`src/rtl/execute_alu_unit.sv`:
```
// Execute-stage ALU for the pipelined MIPS core: decodes ALUOp/funct into an
// ALU control code, computes the result and registers result, zero and code.
module execute_alu_unit #(
    parameter int NB_DATA   = 32,
    parameter int NB_ALUCTL = 4,
    parameter int NB_OP     = 2,
    parameter int NB_FUNC   = 6
) (
    input  logic                 i_clk,
    input  logic                 i_rst_n,
    input  logic                 i_stall,
    input  logic                 i_valid,
    input  logic [NB_OP-1:0]     i_ALUOp,
    input  logic [NB_FUNC-1:0]   i_funct,
    input  logic [NB_DATA-1:0]   i_data_a,
    input  logic [NB_DATA-1:0]   i_data_b,
    output logic [NB_ALUCTL-1:0] o_ALUctl,
    output logic [NB_DATA-1:0]   o_ALUOut,
    output logic                 o_zero,
    output logic                 o_valid
);

    localparam logic [NB_ALUCTL-1:0] CTL_AND  = 4'b0000;
    localparam logic [NB_ALUCTL-1:0] CTL_OR   = 4'b0001;
    localparam logic [NB_ALUCTL-1:0] CTL_ADD  = 4'b0010;
    localparam logic [NB_ALUCTL-1:0] CTL_XOR  = 4'b0011;
    localparam logic [NB_ALUCTL-1:0] CTL_SUB  = 4'b0110;
    localparam logic [NB_ALUCTL-1:0] CTL_SLT  = 4'b0111;
    localparam logic [NB_ALUCTL-1:0] CTL_NOR  = 4'b1100;
    localparam logic [NB_ALUCTL-1:0] CTL_SLTU = 4'b1111;

    logic [NB_ALUCTL-1:0] alu_ctl_s;
    logic [NB_DATA-1:0]   result_s;
    logic                 zero_s;
    logic                 slt_s;
    logic                 sltu_s;
    logic                 unused_funct_s;

    // Only funct[3:0] selects the R-type operation; the upper bits are don't-care.
    assign unused_funct_s = ^i_funct[NB_FUNC-1:4];

    // ALU control decode from ALUOp and the R-type funct field.
    always_comb begin
        alu_ctl_s = CTL_ADD;
        case (i_ALUOp)
            2'b00: alu_ctl_s = CTL_ADD;
            2'b01: alu_ctl_s = CTL_SUB;
            2'b11: alu_ctl_s = CTL_OR;
            2'b10: begin
                case (i_funct[3:0])
                    4'b0000, 4'b0001: alu_ctl_s = CTL_ADD;
                    4'b0010, 4'b0011: alu_ctl_s = CTL_SUB;
                    4'b0100:          alu_ctl_s = CTL_AND;
                    4'b0101:          alu_ctl_s = CTL_OR;
                    4'b0110:          alu_ctl_s = CTL_XOR;
                    4'b0111:          alu_ctl_s = CTL_NOR;
                    4'b1010:          alu_ctl_s = CTL_SLT;
                    4'b1011:          alu_ctl_s = CTL_SLTU;
                    default:          alu_ctl_s = CTL_ADD;
                endcase
            end
            default: alu_ctl_s = CTL_ADD;
        endcase
    end

    assign slt_s  = ($signed(i_data_a) < $signed(i_data_b));
    assign sltu_s = (i_data_a < i_data_b);

    // Datapath: ADD/SUB wrap silently, set-less-than results are zero-extended.
    always_comb begin
        result_s = {NB_DATA{1'b0}};
        case (alu_ctl_s)
            CTL_AND:  result_s = i_data_a & i_data_b;
            CTL_OR:   result_s = i_data_a | i_data_b;
            CTL_ADD:  result_s = i_data_a + i_data_b;
            CTL_XOR:  result_s = i_data_a ^ i_data_b;
            CTL_SUB:  result_s = i_data_a - i_data_b;
            CTL_SLT:  result_s = {{(NB_DATA-1){1'b0}}, slt_s};
            CTL_NOR:  result_s = ~(i_data_a | i_data_b);
            CTL_SLTU: result_s = {{(NB_DATA-1){1'b0}}, sltu_s};
            default:  result_s = {NB_DATA{1'b0}};
        endcase
    end

    assign zero_s = (result_s == {NB_DATA{1'b0}});

    // Stage output register: reset beats stall, stall holds every output.
    always_ff @(posedge i_clk) begin
        if (!i_rst_n) begin
            o_ALUctl <= {NB_ALUCTL{1'b0}};
            o_ALUOut <= {NB_DATA{1'b0}};
            o_zero   <= 1'b0;
            o_valid  <= 1'b0;
        end else if (!i_stall) begin
            o_ALUctl <= alu_ctl_s;
            o_ALUOut <= result_s;
            o_zero   <= zero_s;
            o_valid  <= i_valid;
        end
    end

endmodule

```
`config.mk`:
```
export PLATFORM = sky130hd
export DESIGN_NAME = execute_alu_unit
export DESIGN_NICKNAME = d
export VERILOG_FILES = /design/src/rtl/execute_alu_unit.sv
export SDC_FILE = /design/constraint.sdc
export NUM_CORES = 1
export LEC_CHECK = 0
export CAP_MARGIN = 20
export CORE_UTILIZATION = 42
export CTS_CLUSTER_SIZE = 24
export DETAILED_ROUTE_END_ITERATION = 10
export PLACE_DENSITY = 0.72
export SYNTH_ARGS = -nofsm -noshare
export SYNTH_HDL_FRONTEND = slang
export SYNTH_SLANG_ARGS = --single-unit
```
`constraint.sdc`:
```
create_clock -name i_clk -period 3.9 [get_ports i_clk]
set_input_delay 0.585 -clock i_clk [delete_from_list [all_inputs] [get_ports i_clk]]
set_output_delay 0.585 -clock i_clk [all_outputs]
set_load 0.02 [all_outputs]
```
==> results of run 1 <==
-- report_power, final --
part           internal [mW]  switching [mW]
combinational          0.832           0.902
clock                  0.252           0.148
sequential             0.424          0.0179
-- cell families (layout without fill, tap and decap cells) --
group / count (synthesis) / in the layout / synth area share (%)
compound gates: 400 / 400 / 38.2
mux: 5 / 5 / 0.697
flops: 38 / 38 / 10.6
xor+xnor: 8 / 8 / 0.976
simple gates: 329 / 329 / 22.6
fa+ha+maj: 103 / 103 / 18.2
buf+inv: 163 / 509 / 8.84
-- repair_timing --
action,in CTS,in global routing
buffers inserted,2,14
pin swaps,13,39
resized for setup,33,109
endpoints found under the setup margin,3,9
hold endpoints to repair,0,0
-- cells in the final DEF, fill, tap and decap left out, drive strengths merged, types with 11 or more instances in the layout --
master	Yosys	final
a22oi	19	19
o221ai	11	11
nor2	76	76
o211ai	11	11
a211oi	15	15
dfxtp	38	38
dlymetal6s2s	0	22
ha	101	101
clkdlybuf4s50	0	87
nor3	31	31
and2	24	24
o31ai	20	20
o211a	12	12
a21o	15	15
nor4	12	12
buf	15	291
inv	100	100
nand2	91	91
nand3	21	21
nor2b	16	16
nand2b	21	21
a21boi	11	11
o21ai	84	84
a21oi	101	101
-- flip-flops by register name, indices dropped and copies added, names as in the netlist --
name and flops:
o_ALUOut 32, o_ALUctl 4, o_valid 1, o_zero 1
-- tightest hold or removal path, stage by stage, from the launching register on --
cell and delay (ns):
dfxtp_1 0.31, nand2_1 0.06, a21boi_1 0.05
-- layout make-up --
type	count	share of cell area, %
clock buffers	6	1.23
clock inverters	2	0.111
inverters	100	3.33
multi-input cells	845	56.2
flip-flops and latches	38	6.76
well taps	220	2.44
repair buffers	401	29.9
-- path summary, 6_finish.rpt --
check | start | end | slack, ns | depth (start not counted)
worst max register to register | o_ALUOut[20]$_SDFFE_PN0N_ | o_ALUOut[20]$_SDFFE_PN0N_ | 2.98 | 3
worst max-delay path | i_data_a[14] | o_zero$_SDFFE_PN0N_ | 0.06 | 15
worst min-delay path | o_ALUOut[24]$_SDFFE_PN0N_ | o_ALUOut[24]$_SDFFE_PN0N_ | 0.46 | 2
worst min register to register | o_ALUOut[24]$_SDFFE_PN0N_ | o_ALUOut[24]$_SDFFE_PN0N_ | 0.46 | 2
-- metal layers --
layer / GRT usage, % / vias to the layer above / part of all wire, %
li1: - / 4515 / -
met2: 51.3 / 477 / 44
met4: 10.2 / 0 / 2.8
met1: 44.0 / 4370 / 45
met5: 0 / - / 0
met3: 4.33 / 88 / 8.5
-- metrics by stage --
stage | hold slack (ns) | setup WS [ns]
CTS | 0.476 | 0.00000533
detailed placement | 0.467 | -0.563
floorplan | 0.550 | 0.341
global placement | 0.461 | -0.620
finish | 0.462 | 0.0602
global route | 0.504 | -0.106
==> reports/results.tsv, run 1 <==
metric	value	unit
CP Max Fanout	5	
global-route wire length before repair	45.5	mm
Slew Viols, Final	0	
# IOs	114	
syn_nets	1225	
total grt overflow	0	
power density cells	229	nW/um^2
total core area	16600	um^2
clk_skew	0	ns
most common library cells after synthesis	a21oi_1, ha_1, inv_1	
routability cong.	0.973	
largest net degree at the start of global routing	60	
Final Cell Area	11300	um^2
Max Root-Sink Buffers	2	
Total Routing Usage GR	32.0	%
vias	9450	
post-layout util	67.6	%
area occupied by multi-input gates	6330	um^2
Bufs and invs on worst path	4	
Hold/Removal Path Class	reg2reg	
post-synth top area share	17.6	%
sequential area share after synthesis	10.6	%
filler cell count	1424	
syn avg cell area	6.86	um^2
WL per Instance	18.2	um
slew margin rel.	48.6	%
Skew-Pair Late Insertion Delay	0.28	ns
area grow syn2layout	56.8	%
initial antenna violation count	0	
crit path DAT	4.06	ns
Mapped Cells	1046	
VDD IR max	0.000272	V
clock sink count	38	
n_diodes	0	
Slew @ Worst Pin	0.761	ns
Die Y-Extent	133	um
fin crit share	98.5	%
register area	761	um^2
most frequent CP cell	inv_1	
TritonCTS Buffers	5	
share of cells above drive strength 1	29.8	%
H-tree Lvls	2	
Critical Path RT	4.12	ns
critical path cell sequence	clkdlybuf4s50_1 > inv_1 > ha_4 > inv_1 > a21oi_2 > o311ai_1 > buf_4 > nor4_4 > o21ai_4 > a31o_1 > a221o_1 > a21o_1 > or2_0 > or4_1 > o21ai_1	
Yosys reg bits	38	
first drt pass iteration count	5	
Tot Pwr	2.58	mW
outcome	finished, final reports clean	
Post-CTS Hold Buffers	0	
Unique masters post-synth	85	
DR vias/cell	5.86	
Cell Area, Synth	7180	um^2
Final nets	1570	
placed cell count	1590	
Initial Utilization	43.1	%
critical path's top delay family	compound AO/OA/AOI/OAI gates	
clk root buf	clkbuf_16	
P_leak	5.28	nW
number of routed nets with antenna violations	0	
cell row count	47	
routed wire length	29.4	mm
YS warnings	0	
Fmax	260	MHz
Post-DP HPWL	23.3	mm
Post-synth EDFFs	0	
Async SR Flop Fraction	0	%
vias in the first global route	8851	
residual DRC count	0	
post-synth top area cell	ha_1	
Worst setup EP type	register	
TritonCTS clock tree	built	
critical path class	in2reg	
drt first-iter violations	877	
port bufs	111	
Worst setup SP type	primary input	
die area	17600	um^2
main flop type after synthesis	dfxtp_1	
total of max-cap violations	0	
CP max-delay cell	clkdlybuf4s50_1	
Hold Vio Cnt, Final	0	
final setup vio count	0	
Final Non-Filler Cells	1612	
Placed Area	10400	um^2
CP max stage delay	0.47	ns
die span in x	133	um
CTS clock-pin slew for the worst setup and hold paths	0.05	ns
cells taking the most area after synthesis	ha_1, dfxtp_1, a21oi_1, o21ai_0, inv_1	
Setup TNS Final	0	ns
post-layout min period	3.84	ns
Power figures use the tool's default switching activity.
==> inputs of run 2 (changes only) <==
Settings changed: PLACE_DENSITY 0.72 to 0.75.
==> run 2 against run 1 <==
Net effect:
- hold slack better by 0.021 ns
- first-iteration DRC count up 17%
- clock-buffer cell count stayed put
- maximum frequency is 0.88% lower
- setup slack worse by 0.034 ns
- largest cell class unchanged
- global-route usage grew 1.5 points
- die area stayed put
==> reports/results.tsv, run 2 (synthesis gave the netlist of run 1 again) <==
metric	value	unit	change
outcome	finished, final reports clean		
R2R setup slack	2.98	ns	about the same
Critical Path RT	4.12	ns	about the same
# IOs	114		unchanged
DR vias/cell	6.06		+3.4%
Final nets	1587		+1.1%
Initial Utilization	43.1	%	unchanged
global-route wire length before repair	47.3	mm	+4.0%
Worst setup EP type	register		
worst slack, placed	-0.531	ns	+0.0316 ns
Post-DP HPWL	24.0	mm	+3.0%
total of max-cap violations	0		unchanged
total grt overflow	0		unchanged
CP Max Fanout	5		unchanged
combinational power share	68.4	%	+1.1 points
first drt pass iteration count	7		+2
internal power	1.55	mW	+3.0%
Slew Viols, Final	0		unchanged
area grow syn2layout	62.8	%	
port bufs	111		unchanged
Final WS setup	0.0262	ns	-0.0340 ns
cell row count	47		unchanged
die span in x	133	um	unchanged
CTS clock-pin slew for the worst setup and hold paths	0.06	ns	about the same
slew margin rel.	50.8	%	+2.2 points
WHS Path Cells	2		unchanged
Max Root-Sink Buffers	2		unchanged
clk root buf	clkbuf_16		
Worst setup SP type	primary input		
top flop regs	o_ALUOut: 32 flops, o_ALUctl: 4 flops		
WL per Instance	19.2	um	+5.3%
Slew @ Worst Pin	0.732	ns	-0.0291 ns
vias in the first global route	8982		+1.5%
switching share of total power	42.1	%	+0.64 points
Skew-Pair Late Insertion Delay	0.28	ns	about the same
clock sink count	38		unchanged
die area	17600	um^2	unchanged
TritonCTS clock tree	built		
Die Y-Extent	133	um	unchanged
endpoint of the worst hold path	o_ALUctl[3]$_SDFFE_PN0N_		
commonest non-fill, non-tap cell in the layout	buf_4		
initial antenna violation count	0		unchanged
routability cong.	1.01		+4.2%
Hold Vio Cnt, Final	0		unchanged
post-layout min period	3.87	ns	+0.0340 ns
share of cells above drive strength 1	33.5	%	+3.7 points
drt first-iter violations	1029		+17%
TritonCTS Buffers	5		unchanged
residual DRC count	0		unchanged
largest net degree at the start of global routing	60		unchanged
H-tree Lvls	2		unchanged
clock share of power	15.1	%	-0.4 points
fin crit share	99.3	%	+0.87 points
P_sw	1.13	mW	+5.7%
post-layout util	70.2	%	+2.6 points
final setup vio count	0		unchanged
power density cells	230	nW/um^2	+0.30%
P_leak	5.41	nW	+2.4%
hold path start	o_ALUctl[3]$_SDFFE_PN0N_		
routed wire length	31.3	mm	+6.4%
critical path class	in2reg		
critical path cell sequence	clkdlybuf4s50_1 > inv_2 > ha_4 > o211ai_4 > a211oi_2 > a22oi_2 > o41a_1 > o21ai_2 > a21oi_2 > a221o_1 > a21o_1 > or2_0 > or4_4 > o21ai_2		
vias	9877		+4.5%
max reg flops	32		unchanged
CP max-delay cell	clkdlybuf4s50_1		
Top reg by flops	o_ALUOut		
number of routed nets with antenna violations	0		unchanged
CP max stage delay	0.53	ns	+0.06 ns
Worst Reg-to-Reg Cells	3		unchanged
total core area	16600	um^2	unchanged
VDD IR max	0.000309	V	+13%
most frequent cells in the layout	buf_4, nand2_1, clkdlybuf4s50_1		
sequential share of power	16.5	%	-0.7 points
Total Routing Usage GR	33.4	%	+1.5 points
crit path DAT	4.09	ns	+0.03 ns
reg2reg end	o_ALUOut[20]$_SDFFE_PN0N_		
clk_skew	0	ns	unchanged
most frequent CP cell	o21ai_2		
Fin Hold WS	0.483	ns	+0.0210 ns
n_diodes	0		unchanged
RR Startpoint	o_ALUOut[20]$_SDFFE_PN0N_		
Hold/Removal Path Class	reg2reg		
Fmax	258	MHz	-0.88%
## run 2: worst max-delay path: cells and delay by family
| kind | cells | cell delay, ns |
|---|---|---|
| buf+inv | 2 | 0.61 |
| compound gates | 9 | 1.86 |
| fa+ha+maj | 1 | 0.31 |
| simple gates | 2 | 0.69 |
## run 2: how the worst max path moves through the flow
stage / start / end / depth (start not counted)
2_1_floorplan: i_data_a[0] / o_zero$_SDFFE_PN0N_ / 14
3_3_place_gp: i_data_a[1] / o_zero$_SDFFE_PN0N_ / 15
6_report: i_data_b[5] / o_zero$_SDFFE_PN0N_ / 14
3_5_place_dp: i_data_a[1] / o_zero$_SDFFE_PN0N_ / 15
5_1_grt: i_funct[0] / o_zero$_SDFFE_PN0N_ / 15
4_1_cts: i_data_a[1] / o_zero$_SDFFE_PN0N_ / 15
## run 2: cell type report
| type | instances | area (um^2) |
|---|---|---|
| sequential | 38 | 761 |
| clock inverter | 2 | 12.5 |
| multi-input combinational | 845 | 6600 |
| inverter | 100 | 375 |
| clock buffer | 6 | 139 |
| fill | 1381 | 4950 |
| tap | 220 | 275 |
| timing repair buffer | 418 | 3530 |
## run 2: layer usage
| layer | wire [um] | global-route usage (%) |
|---|---|---|
| met1 | 13000 | 46.8 |
| met2 | 14100 | 53.2 |
| met3 | 3230 | 4.71 |
| met4 | 913 | 9.00 |
| met5 | 0 | 0 |
## run 2: stage by stage
stage / power [mW] / setup TNS, ns / cell area (um^2) / cells
6_report: 2.68 / 0 / 11700 / 1629
5_1_grt: 2.82 / -0.0778 / 11700 / 1629
4_1_cts: 2.46 / -0.0688 / 10800 / 1613
3_5_place_dp: 2.03 / -3.02 / 10600 / 1605
3_3_place_gp: 2.01 / -2.30 / 10600 / 1605
2_1_floorplan: 1.22 / 0 / 7180 / 1046
## run 2: what timing repair did
item,in CTS,in global routing
gates resized for setup,15,190
pin swaps,8,58
endpoints found under the setup margin,4,10
hold buffers,0,0
setup buffers,0,16
## run 2: power groups by stage
stage | clock network, mW | registers, mW | logic (mW)
after floorplan | 0 | 0.491 | 0.729
after global placement | 0 | 0.449 | 1.56
after detailed placement | 0 | 0.451 | 1.58
after CTS | 0.409 | 0.443 | 1.60
after global routing | 0.425 | 0.447 | 1.95
final | 0.405 | 0.443 | 1.84
==> inputs of run 3 (changes only) <==
Settings changed: CTS_CLUSTER_SIZE 24 to default.
==> results of run 3 <==
No change in the layout: final DEF, timing and power equal those of run 2.
